<file path="config.mk">
export PLATFORM = sky130hd
export DESIGN_NAME = root_channel_arb
export DESIGN_NICKNAME = d
export VERILOG_FILES = /design/src/rtl/root_channel_arb.sv
export SDC_FILE = /design/constraint.sdc
export NUM_CORES = 1
export LEC_CHECK = 0
export BUFFER_PORTS_ARGS = -buffer_cell sky130_fd_sc_hd__buf_2
export CAP_MARGIN = 20
export CORE_ASPECT_RATIO = 1.5
export CORE_MARGIN = 1.5
export CORE_UTILIZATION = 30
export DETAILED_ROUTE_END_ITERATION = 16
export GPL_TIMING_DRIVEN = 0
export PLACE_DENSITY = 0.5
export SLEW_MARGIN = 20
export SYNTH_ARGS = -nofsm -noshare
export SYNTH_HDL_FRONTEND = slang
export SYNTH_SLANG_ARGS = --single-unit
</file>
<file path="constraint.sdc">
create_clock -name clk -period 5.75 [get_ports clk]
set_input_delay 0.575 -clock clk [delete_from_list [all_inputs] [get_ports clk]]
set_output_delay 0.575 -clock clk [all_outputs]
set_load 0.02 [all_outputs]
</file>
<file path="src/rtl/root_channel_arb.sv">
// Multi-channel round-robin arbiter: one skid entry per input channel feeding a
// single registered output stage, plus a saturating count of completed transfers.

module rca_lane #(
  parameter int DATA_W = 8
) (
  input  logic              clk,
  input  logic              rst_n,
  input  logic              load_i,
  input  logic              clr_i,
  input  logic [DATA_W-1:0] din_i,
  output logic              full_o,
  output logic [DATA_W-1:0] dout_o
);
  logic              full_q;
  logic [DATA_W-1:0] data_q;

  // load and clear never coincide: load needs the entry empty, clear needs it full
  always_ff @(posedge clk or negedge rst_n) begin
    if (!rst_n) begin
      full_q <= 1'b0;
      data_q <= '0;
    end else if (load_i) begin
      full_q <= 1'b1;
      data_q <= din_i;
    end else if (clr_i) begin
      full_q <= 1'b0;
    end
  end

  assign full_o = full_q;
  assign dout_o = data_q;
endmodule

module root_channel_arb #(
  parameter int NUM_CH = 5,
  parameter int DATA_W = 8,
  parameter int CNT_W  = 16,
  localparam int CH_W  = (NUM_CH > 1) ? $clog2(NUM_CH) : 1
) (
  input  logic                     clk,
  input  logic                     rst_n,
  input  logic                     enable,
  input  logic [NUM_CH-1:0]        in_valid,
  output logic [NUM_CH-1:0]        in_ready,
  input  logic [NUM_CH*DATA_W-1:0] in_data,
  output logic                     out_valid,
  input  logic                     out_ready,
  output logic [DATA_W-1:0]        out_data,
  output logic [CH_W-1:0]          out_ch,
  output logic [CNT_W-1:0]         out_count
);
  logic [NUM_CH-1:0][DATA_W-1:0] din_pk, buf_q;
  logic [NUM_CH-1:0]             full_q, load, clr;
  logic [CH_W-1:0]               gnt_idx, cand;
  logic                          gnt_vld, gnt, out_free;

  logic              out_valid_q, out_valid_d;
  logic [DATA_W-1:0] out_data_q, out_data_d;
  logic [CH_W-1:0]   out_ch_q, out_ch_d, last_q, last_d;
  logic [CNT_W-1:0]  cnt_q, cnt_d;

  assign din_pk   = in_data;
  assign in_ready = ~full_q;
  assign load     = in_valid & ~full_q;

  for (genvar g = 0; g < NUM_CH; g++) begin : g_lane
    rca_lane #(.DATA_W(DATA_W)) u_lane (
      .clk    (clk),
      .rst_n  (rst_n),
      .load_i (load[g]),
      .clr_i  (clr[g]),
      .din_i  (din_pk[g]),
      .full_o (full_q[g]),
      .dout_o (buf_q[g])
    );
  end

  // Walk offsets from farthest to nearest so the channel right after last_q wins.
  always_comb begin
    gnt_vld = 1'b0;
    gnt_idx = '0;
    cand    = '0;
    for (int k = NUM_CH; k >= 1; k--) begin
      cand = CH_W'((int'(last_q) + k) % NUM_CH);
      if (full_q[cand]) begin
        gnt_vld = 1'b1;
        gnt_idx = cand;
      end
    end
  end

  assign out_free = ~out_valid_q | out_ready;
  assign gnt      = out_free & enable & gnt_vld;

  always_comb begin
    clr = '0;
    if (gnt) clr[gnt_idx] = 1'b1;
  end

  always_comb begin
    out_valid_d = out_valid_q;
    out_data_d  = out_data_q;
    out_ch_d    = out_ch_q;
    last_d      = last_q;
    if (out_free) begin
      out_valid_d = gnt;
      if (gnt) begin
        out_data_d = buf_q[gnt_idx];
        out_ch_d   = gnt_idx;
        last_d     = gnt_idx;
      end
    end
    cnt_d = cnt_q;
    if (out_valid_q && out_ready && cnt_q != {CNT_W{1'b1}}) cnt_d = cnt_q + 1'b1;
  end

  always_ff @(posedge clk or negedge rst_n) begin
    if (!rst_n) begin
      out_valid_q <= 1'b0;
      out_data_q  <= '0;
      out_ch_q    <= '0;
      last_q      <= CH_W'(NUM_CH - 1);
      cnt_q       <= '0;
    end else begin
      out_valid_q <= out_valid_d;
      out_data_q  <= out_data_d;
      out_ch_q    <= out_ch_d;
      last_q      <= last_d;
      cnt_q       <= cnt_d;
    end
  end

  assign out_valid = out_valid_q;
  assign out_data  = out_data_q;
  assign out_ch    = out_ch_q;
  assign out_count = cnt_q;
endmodule

</file>
======== After elaboration in Yosys (flattened, before gate mapping) ========
Index checks and enable logic that the tools add are counted.
word-level totals
  word-level logic and storage cells ...... 84
  register bits ........................... 76
cells by class
  add/sub/neg operators ................... 6
  bitwise operators ....................... 6
  multiplexer cells ....................... 35
  div/mod/pow operators ................... 5
  equality and inequality tests ........... 1
  reductions and logical operators ........ 9
  magnitude comparators ................... 7
operator list
  operator                                                               number
  32-bit by 4-bit modulo with 32-bit output, second input constant       5
  8-bit binary-select mux with 3-bit select                              1
  3-bit by 4-bit < comparator with 1-bit output, second input constant   6
  1-bit 2-to-1 mux                                                       21
  16-bit by 1-bit adder with 16-bit output, second input constant        1
  16-bit inequality test, second input constant                          1
  1-bit binary-select mux with 3-bit select                              5
  3-bit 2-to-1 mux                                                       5
  2-bit nonzero test                                                     5
  3-bit by 2-bit adder with 4-bit output, second input constant          2
  3-bit by 3-bit adder with 4-bit output, second input constant          2
  8-bit 2-to-1 mux                                                       1
  5-bit bitwise AND                                                      1
  5-bit 2-to-1 mux                                                       1
  5-bit inverter                                                         1
  3-bit by 1-bit adder with 4-bit output, second input constant          1
  1-bit demux with 3-bit select                                          1
  3-bit by 1-bit >= comparator with 1-bit output, second input constant  1
  1-bit logical AND                                                      3
  1-bit bitwise AND                                                      2
  2-bit AND reduction                                                    1
  1-bit inverter                                                         1
  1-bit OR                                                               1

======== Longest topological paths before layout ========
Gate-level depths: netlist of run 1.
  depth after elaboration ................. 16
  mapped depth ............................ 25

======== Hierarchy ========
Synthesis of run 1 repeated with hierarchy kept, for this count alone.
unflattened totals
  cell total of the unflattened synthesis .. 526
  area, all modules ....................... 5,402.7 um^2
by module, submodules not included
  module            instances  area an instance (um^2)  sequential area each (um^2)  cells an instance
  root_channel_arb  1          3,557.2                  726.9                        426
  rca_lane          5          369.1                    225.2                        20

======== Worst setup path before layout of run 1 ========
Ideal clock, no wire load.
  kind .................................... reg2reg
  start point ............................. reg out_ch[0] (netlist name)
  end point ............................... reg out_data_q[4], in the netlist out_data[4]
  data required time ...................... 5.626 ns
  library setup time ...................... 0.124 ns
  slack ................................... 0.553 ns
  cell stages (with the launch flop) ...... 24
  arrival time ............................ 5.073 ns
  path buffers ............................ 3
  path through ............................ dfrtp_1 -> buf_2 -> buf_1 -> clkbuf_1 -> inv_1 -> ha_1 -> xnor2_1 -> inv_2 -> ha_1 -> nor2_1 -> a21oi_1 -> xnor2_2 -> ha_1 -> nand2b_1 -> o311ai_1 -> a21o_1 -> a211o_1 -> a211oi_1 -> a21oi_2 -> mux2i_1 -> a221oi_2 -> nand3b_4 -> o22ai_1 -> a211o_1
RTL lines
  element               RTL line  text
  to (signal assigned)  127       out_data_q <= out_data_d;
  to (decl)             59        logic [DATA_W-1:0] out_data_q, out_data_d;

======== Worst setup path in the final report of run 1 ========
  start point ............................. reg last_q[2]
  end point ............................... reg out_data_q[4], in the netlist out_data[4]
between the ends
  longest elaborated chain between the ends .. 11
ends and longest elaborated chain
  element                                                                                RTL line  text
  from (decl)                                                                            60        logic [CH_W-1:0] out_ch_q, out_ch_d, last_q, last_d;
  from (signal assigned)                                                                 123       last_q <= CH_W'(NUM_CH - 1);
  from (signal assigned)                                                                 129       last_q <= last_d;
  3-bit by 3-bit adder with 4-bit output                                                 85        cand = CH_W'((int'(last_q) + k) % NUM_CH);
  32-bit by 4-bit modulo with 32-bit output                                              85
  1-bit binary-select mux with 3-bit select                                              86        if (full_q[cand]) begin
  1-bit 2-to-1 mux (not written as such)                                                 86
  3-bit 2-to-1 mux / 1-bit 2-to-1 mux (equally long branches) (5 in a row)               86
  8-bit binary-select mux with 3-bit select / 1-bit bitwise AND (equally long branches)  109, 94
  8-bit 2-to-1 mux (not written as such) / 2-bit AND reduction (equally long branches)   n/a
Several ways; a longest one is shown, not always the timed one. The select of a mux whose other input is x is not followed.
A chain may end at the register's enable or synchronous reset.

==> flow_summary.yaml, run 1 <==
cts:
  cts_tree: "done"
  cts_hold_buf: 0
  clockBufferDepth: 2
  htreeDepth: 3
  cts_buffers: 9
  clockRootBuffer: "clkbuf_16"
  insertion_delay_ns: 0.33
  clkTransAtPathRegs_ns: 0.06
  cts_sinks: 74
layout:
  drive_gt1_share_pct: 33.1
  nFillCells: 1678
  final_util_pct: 37.6
  area_growth_pct: 22.9
  final_nets: 700
  fin_area_um2: 6300
synthesis:
  syn_nets: 595
  synth_top_area_cell: "dfrtp_1"
  synth_top_family_by_area: "simple AND/OR/NAND/NOR gates"
  syn_avg_cell_area_um2: 9.94
  yosysTopAreaCellShare_pct: 35.6
  synthAdderAreaFrac_pct: 7.46
  muxShareOfSynthArea_pct: 11.8
  synth_edf_count: 0
  synth_compound_area_share_pct: 15.3
  synth.area.top_cells: "dfrtp_1 36%, mux2_2 7.7%, ha_1 7.1%"
  syn_area_um2: 5130
  ys_types: 79
  synthArstFlopShare_pct: 100
  synth_xor_xnor_area_share_pct: 4.61
  synth_seq_cells: 74
  synth_ff_type: "dfrtp_1"
  synthSimpleGateAreaFrac_pct: 19.3
  yosysSeqAreaShare_pct: 36.1
  ys_warn_count: 0
  netlist_instances: 516
routing:
  first_pass_iters: 4
  wl_per_cell_um: 16.6
  wirelength_um: 13900
  vias: 4256
  viasPerCell: 5.08
  ant_nets: 0
  drt_iter0_markers: 161
  drc: 0
worst_setup_path:
  critPathCapture: "out_data[4]"
  cp_max_fo: 10
  start_kind: "register"
  worstSetupPathType: "register to register"
  cp-end-kind: "register"
  startpoint: "last_q[2]"
  r2r_start: "last_q[2]"
  required_ns: 5.97
  cp.arrival_ns: 5.50
  rrSetupSlack_ns: 0.46
  reg2reg_depth: 20
  timing.rr.end: "out_data[4]"
place:
  hpwl_um: 10800
  pre_cts_ws_ns: -1.01
  io_buffer_count: 81
  routabilityCongestion: 0.913
  postPlaceCellArea_um2: 5830
die:
  design.die.area_um2: 17900
  die_w_um: 110
  io_pins: 82
  die-height_um: 163
  core_area_um2: 16800
  initial_utilization_pct: 30.6
  rows: 58
status:
  outcome: "complete, no violations"
sta:
  slew_violations: 0
  finalHoldViolations: 0
  finalClockSkew_ns: 0.00592
  fmax_mhz: 189
  min_period_ns: 5.29
  worst_slew_pin_slew_ns: 0.557
  slew_headroom_pct: 62.9
  rsz0062_at_grt: "false"
  setup_viol: 0
  fin_crit_sh_pct: 91.9
  fin_ws_ns: 0.463
global_routing:
  grt.total_usage_pct: 16.3
  use_met1_pct: 18.2
  gr-total-overflow: 0
  met2_usage_pct: 28.7
  grt.busiest_layer: "met2"
  grt_pass1_vias: 4362
  antenna_found_initial: 1
  grt_max_degree: 55
  grt_pass1_wl_um: 22300
  grt.met3_usage_pct: 2.51
job:
  drv_cap: 0
min_path:
  hp-class: "input pin to async pin"
==> metrics by stage <==
stage          cells  hold slack, ns  setup TNS (ns)
2_1_floorplan    516           0.279               0
3_3_place_gp     807           0.479          -11.04
3_5_place_dp     808           0.483          -12.33
4_1_cts          828           0.126         -0.0220
5_1_grt          837           0.137               0
6_report         837           0.124               0
==> timing repair <==
item / 4_1_cts / 5_1_grt
endpoints found under the setup margin: 17 / 17
gates cloned: 0 / 0
pin swaps: 1 / 1
gates resized for setup: 7 / 4
setup buffers: 4 / 9
==> cell families after synthesis <==
logic type | after synthesis
multiplexers | 51
AO/OA/AOI/OAI | 104
adder cells (fa/ha/maj) | 30
XOR/XNOR | 24
flip-flops | 74
buffers and inverters | 62
AND/OR/NAND/NOR | 171
==> worst max-delay path, cell delays in order (launching register included) <==
cell and delay, ns:
dfstp_2 0.57, buf_4 0.21, inv_2 0.10, ha_1 0.40, o21ai_0 0.33, nand2_1 0.12, xnor2_1 0.21, ha_1 0.21
fa_1 0.17, a21boi_1 0.27, nand3_1 0.26, and3_1 0.26, o21ai_0 0.24, nand3_1 0.24, nor4_4 0.40, nand4_2 0.16
and3_4 0.23, nand2b_1 0.11, buf_2 0.24, o22ai_1 0.18, a211o_1 0.25
==> synth_stat cells, types with 3 or more instances <==
| library cell | count |
|---|---|
| dfrtp_1 | 73 |
| a211o_1 | 4 |
| nor2_1 | 33 |
| nor3b_1 | 3 |
| a211oi_2 | 6 |
| inv_1 | 31 |
| o311ai_1 | 3 |
| xnor2_1 | 16 |
| mux2i_1 | 12 |
| a21oi_1 | 11 |
| mux4_2 | 4 |
| nor2b_1 | 7 |
| inv_2 | 4 |
| nand3_1 | 15 |
| o211a_1 | 3 |
| a31oi_1 | 5 |
| o22ai_1 | 9 |
| clkbuf_1 | 15 |
| nor4_1 | 4 |
| buf_2 | 3 |
| a21boi_1 | 3 |
| and3_1 | 13 |
| o21ai_1 | 4 |
| nor3_1 | 10 |
| nand2b_1 | 9 |
| nand4_1 | 6 |
| buf_6 | 4 |
| xor2_1 | 6 |
| ha_1 | 29 |
| a211oi_1 | 4 |
| o21ai_0 | 27 |
| a21o_1 | 3 |
| nor3_2 | 7 |
| nand2_1 | 40 |
| buf_4 | 3 |
| mux2_2 | 35 |
==> cell type report <==
| type | count | area, um2 | share of cell area [%] |
|---|---|---|---|
| Multi-Input combinational cell | 380 | 3020 | 47.9 |
| Sequential cell | 74 | 1850 | 29.4 |
| Timing Repair Buffer | 95 | 533 | 8.46 |
| Tap cell | 210 | 263 | 4.17 |
| Clock buffer | 11 | 243 | 3.85 |
| Buffer | 25 | 145 | 2.30 |
| Inverter | 36 | 141 | 2.24 |
| Clock inverter | 5 | 103 | 1.63 |
| Antenna cell | 1 | 2.50 | 0.0397 |
==> flip-flops by register name, indices dropped and copies added (netlist names) <==
signal	count
g_lane.u_lane.full_o	5
out_count	16
g_lane.u_lane.dout_o	40
out_data	8
out_ch	3
out_valid	1
last_q	1
==> layer usage <==
metal,part of all wire (%),wire [um]
met1,39,5440
met5,0,0
met4,4.8,661
met3,3.5,488
met2,52,7280
==> layout by cell type, fill, tap and decap left out, types with 11 or more instances in the layout <==
master and instances:
a21oi_1 11, and3_1 13, buf_2 82, buf_4 18, clkbuf_1 15, dfrtp_1 72, ha_1 28, inv_1 30
mux2_2 35, mux2i_1 12, nand2_1 40, nand3_1 15, nor2_1 33, o21ai_0 27, xnor2_1 14
==> how the worst min path moves through the flow <==
stage,start,to,slack [ns],cells past startpoint
floorplan,rst_n,g_lane[0].u_lane.dout_o[0],0.28,0
global placement,out_count[5],out_count[5],0.48,1
detailed placement,out_count[5],out_count[5],0.48,1
CTS,rst_n,g_lane[4].u_lane.dout_o[3],0.13,1
global route,rst_n,g_lane[4].u_lane.dout_o[3],0.14,1
finish,rst_n,g_lane[4].u_lane.dout_o[3],0.12,1
Power of run 1 is left out: the tool's default activity adds up to more than one toggle a clock period on the data nets, which glitch-free logic cannot reach.
==> run 2: changes to the inputs <==
--- a/config.mk
+++ b/config.mk
@@ -9,10 +9,10 @@
 export CAP_MARGIN = 20
 export CORE_ASPECT_RATIO = 1.5
 export CORE_MARGIN = 1.5
-export CORE_UTILIZATION = 30
+export CORE_UTILIZATION = 47
 export DETAILED_ROUTE_END_ITERATION = 16
 export GPL_TIMING_DRIVEN = 0
-export PLACE_DENSITY = 0.5
+export PLACE_DENSITY = 0.73
 export SLEW_MARGIN = 20
 export SYNTH_ARGS = -nofsm -noshare
 export SYNTH_HDL_FRONTEND = slang
==> constraint.sdc (replaced) <==
create_clock -name clk -period 4.4 [get_ports clk]
set_input_delay 0.44 -clock clk [delete_from_list [all_inputs] [get_ports clk]]
set_output_delay 0.44 -clock clk [all_outputs]
set_load 0.02 [all_outputs]
==> run 2 against run 1 <==
Net effect: the run now ends with negative setup slack left; core utilization grew 27 points; worst setup slack lost 0.51 ns; via count grew 6.8%; critical path depth grew 2; die area shrank 35%; highest routed layer unchanged.
==> flow_summary.yaml, run 2 (synthesized netlist as in run 1, its figures left out) <==
sta:
  min_period_ns: 4.45
  fmax_mhz: 225
  finalClockSkew_ns: 0.00526
  setup_viol: 3
  worst_slew_pin_slew_ns: 0.617
  finalHoldViolations: 0
  rsz0062_at_grt: "true"
  slew_headroom_pct: 58.5
  fin_ws_ns: -0.0457
  fin_crit_sh_pct: 101
  slew_violations: 0
global_routing:
  grt_pass1_wl_um: 22300
  grt_pass1_vias: 4571
  antenna_found_initial: 0
  gr-total-overflow: 0
  grt_max_degree: 51
  grt.total_usage_pct: 25.3
routing:
  ant_nets: 0
  viasPerCell: 5.66
  wirelength_um: 14400
  drc: 0
  vias: 4547
  first_pass_iters: 6
  wl_per_cell_um: 18.0
  drt_iter0_markers: 210
layout:
  multiInputGateArea_um2: 3410
  antenna_cells: 0
  drive_gt1_share_pct: 44.2
  fin_area_um2: 6850
  final_common_cell: "buf_2"
  final_util_pct: 64.7
  seqCellArea_um2: 1860
  final_cell_mix: "80 x buf_2, 71 x dfrtp_1, 47 x buf_4, 38 x nand2_1, 35 x mux2_2"
  final_nets: 733
  nFillCells: 859
  largest_reg_flops: 40
  area_growth_pct: 33.6
die:
  die_w_um: 88.3
  initial_utilization_pct: 48.4
  rows: 46
  design.die.area_um2: 11600
  io_pins: 82
  core_area_um2: 10600
  die-height_um: 131
worst_setup_path:
  critPathCapture: "out_data[4]"
  start_kind: "register"
  cp_max_fo: 6
  r2r_start: "out_ch[0]"
  timing.rr.end: "out_data[4]"
  cp-end-kind: "register"
  cp.arrival_ns: 4.66
  rrSetupSlack_ns: -0.05
  startpoint: "out_ch[0]"
  worstSetupPathType: "register to register"
  reg2reg_depth: 22
  required_ns: 4.62
place:
  io_buffer_count: 81
  pre_cts_ws_ns: -0.875
  hpwl_um: 9930
  routabilityCongestion: 0.924
  postPlaceCellArea_um2: 5850
min_path:
  hp-class: "input pin to async pin"
cts:
  clockRootBuffer: "clkbuf_16"
  cts_buffers: 9
  htreeDepth: 3
  clkTransAtPathRegs_ns: 0.05
  cts_tree: "done"
  cts_hold_buf: 0
  insertion_delay_ns: 0.33
  clockBufferDepth: 2
  cts_sinks: 74
status:
  violations: "negative setup slack"
  outcome: "finished, violations left"
job:
  drv_cap: 0
run 2: cell count changes in the layout (fill, tap and decap cells not counted), moves of 4 or more:
cell	delta
and3_1	-6
ha_1	-10
a211oi_4	+5
ha_4	+7
a211oi_2	-5
a21oi_2	+4
buf_4	+29
and3_4	+6
a21oi_1	-5
run 2: how the worst min path moves through the flow:
stage / slack (ns) / cells past startpoint / startpoint / to
after detailed placement: 0.37 / 1 / rst_n / g_lane[3].u_lane.dout_o[6]
after global placement: 0.47 / 1 / out_data[4] / out_data[4]
after global routing: 0.04 / 1 / rst_n / g_lane[4].u_lane.dout_o[6]
after CTS: 0.02 / 1 / rst_n / g_lane[3].u_lane.dout_o[5]
final: 0.01 / 1 / rst_n / g_lane[3].u_lane.dout_o[6]
after floorplan: 0.14 / 0 / rst_n / g_lane[0].u_lane.dout_o[0]
run 2: critical path, cell delays in order, from the launching register on:
cell	delay, ns
dfrtp_2	0.40
buf_12	0.13
clkbuf_16	0.15
inv_8	0.04
ha_4	0.17
xnor2_4	0.23
inv_4	0.06
ha_4	0.18
nor2_4	0.09
a21oi_2	0.08
xnor2_2	0.28
ha_2	0.21
nand2b_4	0.13
o311ai_4	0.09
a21o_1	0.20
a211o_1	0.33
a211oi_4	0.28
a21oi_4	0.08
mux2i_2	0.18
a221oi_2	0.37
nand3b_4	0.26
o22ai_2	0.12
a211o_1	0.24
run 2: timing repair:
action | in CTS | in global routing
buffers inserted | 30 | 16
resized for setup | 53 | 32
setup endpoints to repair | 17 | 15
cloned | 0 | 0
pin swaps | 23 | 26
run 2: area by class of cell:
| cell class | count | area share [%] |
|---|---|---|
| multi-input combinational | 380 | 49.7 |
| sequential | 74 | 27.1 |
| timing repair buffer | 128 | 11.5 |
| clock buffer | 13 | 3.65 |
| buffer | 25 | 2.90 |
| tap | 144 | 2.63 |
| inverter | 36 | 2.32 |
| clock inverter | 3 | 0.219 |
run 2: routing by layer:
metal / up-vias / global-route usage, % / part of all wire [%]
li1: 2125 / - / -
met4: 0 / 14.8 / 5.7
met5: - / 0 / 0
met1: 2204 / 27.6 / 36
met2: 158 / 45.7 / 54
met3: 60 / 3.77 / 4.1
run 2: per-stage QoR:
step | hold WS [ns] | cells | TNS (ns)
2_1_floorplan | 0.144 | 516 | 0
3_3_place_gp | 0.472 | 741 | -9.10
3_5_place_dp | 0.369 | 742 | -11.15
4_1_cts | 0.0165 | 788 | 0
5_1_grt | 0.0401 | 803 | -1.44
6_report | 0.0122 | 803 | -0.0841
Power of run 2 is left out for the same reason.
==> run 3: changes to the inputs <==
==> constraint.sdc (replaced) <==
create_clock -name clk -period 3.8 [get_ports clk]
set_input_delay 0.38 -clock clk [delete_from_list [all_inputs] [get_ports clk]]
set_output_delay 0.38 -clock clk [all_outputs]
set_load 0.02 [all_outputs]
==> run 3 against run 2 <==
Net effect: the flow still finishes with violations (negative setup slack); die area did not move; hold slack worse by 0.0058 ns; non-clock buffer count up 12; critical path depth down 3; first-iteration DRC count grew 33%; register-to-register slack lost 0.53 ns; largest cell class unchanged.
==> flow_summary.yaml, run 3 (synthesized netlist as in run 1, its figures left out) <==
sta:
  slew_headroom_pct: 60.5
  finalHoldViolations: 0
  min_period_ns: 4.37
  fin_crit_sh_pct: 115
  fin_ws_ns: -0.571
  slew_violations: 0
  worst_slew_pin_slew_ns: 0.593
  finalClockSkew_ns: 0.00839
  fmax_mhz: 229
  setup_viol: 17
  rsz0062_at_grt: "true"
layout:
  nFillCells: 874
  multiInputGateArea_um2: 3480
  final_cell_mix: "80 x buf_2, 71 x dfrtp_1, 55 x buf_4, 39 x nand2_1, 34 x mux2_2"
  finalNonFillerCells: 815
  seqCellArea_um2: 1860
  largest_reg_flops: 40
  drive_gt1_share_pct: 46.1
  final_nets: 745
  final_common_cell: "buf_2"
  area_growth_pct: 38.1
  final_util_pct: 66.9
  antenna_cells: 0
status:
  violations: "negative setup slack"
  outcome: "finished, violations left"
routing:
  drt_iter0_markers: 279
  vias: 4599
  wl_per_cell_um: 17.9
  first_pass_iters: 5
  viasPerCell: 5.64
  wirelength_um: 14600
  drc: 0
  ant_nets: 0
cts:
  clockRootBuffer: "clkbuf_16"
  clockBufferDepth: 2
  clkTransAtPathRegs_ns: 0.06
  cts_buffers: 9
  cts_sinks: 74
  htreeDepth: 3
  cts_tree: "done"
  insertion_delay_ns: 0.34
die:
  design.die.area_um2: 11600
  die_w_um: 88.3
  initial_utilization_pct: 48.4
  core_area_um2: 10600
  die-height_um: 131
  rows: 46
  io_pins: 82
worst_setup_path:
  required_ns: 4.02
  cp-end-kind: "register"
  worstSetupPathType: "register to register"
  start_kind: "register"
  cp_max_fo: 7
  cp.arrival_ns: 4.59
global_routing:
  use_met1_pct: 28.8
  met2_usage_pct: 48.0
  grt_max_degree: 40
  grt_pass1_wl_um: 23200
  grt_pass1_vias: 4767
  antenna_found_initial: 0
  grt.busiest_layer: "met2"
  grt.total_usage_pct: 26.1
  grt.met3_usage_pct: 4.02
  gr-total-overflow: 0
job:
  drv_cap: 0
place:
  pre_cts_ws_ns: -1.36
  place_inst: 742
  routabilityCongestion: 0.891
  io_buffer_count: 81
  hpwl_um: 10000
min_path:
  hp-class: "input pin to async pin"
## run 3: cell types whose count changed in the layout (fill, tap and decap cells not counted), sizes merged
cell / delta
bufinv: +2
clkbuf: -3
clkinv: -1
buf: +13
clkinvlp: +1
## run 3: stage by stage
stage / TNS [ns] / cell area, um2 / hold slack [ns]
4_1_cts: -4.54 / 6910 / 0.0309
5_1_grt: -9.77 / 7090 / 0.0576
3_3_place_gp: -17.82 / 5870 / 0.476
3_5_place_dp: -19.84 / 5890 / 0.389
6_report: -7.32 / 7090 / 0.00637
2_1_floorplan: -6.50 / 5290 / 0.0844
## run 3: repair_timing
action / in CTS / in global routing
hold buffers: 0 / 0
pin swaps: 45 / 17
gates resized for setup: 74 / 16
buffers inserted: 49 / 9
endpoints found under the setup margin: 18 / 17
## run 3: final timing paths
| kind | startpoint | to | slack [ns] | cells after the start |
|---|---|---|---|---|
| setup / recovery | last_q[2] | out_data[4] | -0.57 | 19 |
| hold / removal | rst_n | out_count[15] | 0.006 | 1 |
| setup reg to reg | last_q[2] | out_data[4] | -0.57 | 19 |
| hold reg to reg | out_count[15] | out_count[15] | 0.49 | 1 |
| max in group asynchronous | rst_n | g_lane[4].u_lane.dout_o[1] | 3.20 | 2 |
| min in group clk | in_data[18] | g_lane[2].u_lane.dout_o[2] | 0.25 | 3 |
## run 3: per-layer routing
layer  part of all wire, %  up-vias  wire length, um
li1                      -     2151                -
met2                    56      153             8130
met1                    37     2254             5330
met5                     0        -                0
met4                   3.8        0              551
met3                   3.9       41              567
## run 3: layout make-up
cell class / instances / share of cell area (%)
Clock inverter: 5 / 1.09
Sequential cell: 74 / 26.2
Timing Repair Buffer: 140 / 12.7
Multi-Input combinational cell: 380 / 49.1
Clock buffer: 11 / 3.43
Buffer: 25 / 2.67
Tap cell: 144 / 2.54
Inverter: 36 / 2.31
## run 3: critical path: stages, from the launching register on
cell,delay [ns]
dfstp_2,0.55
buf_8,0.12
inv_6,0.05
ha_4,0.17
ha_2,0.18
or2_4,0.28
ha_4,0.25
nand4b_1,0.20
o311ai_2,0.12
buf_4,0.16
nor2_1,0.03
mux2_2,0.31
nor4_4,0.31
nand4_1,0.17
a32oi_1,0.35
a31o_1,0.21
buf_6,0.15
mux2i_2,0.24
o22ai_2,0.12
a211o_1,0.27
Power of run 3 is left out for the same reason.
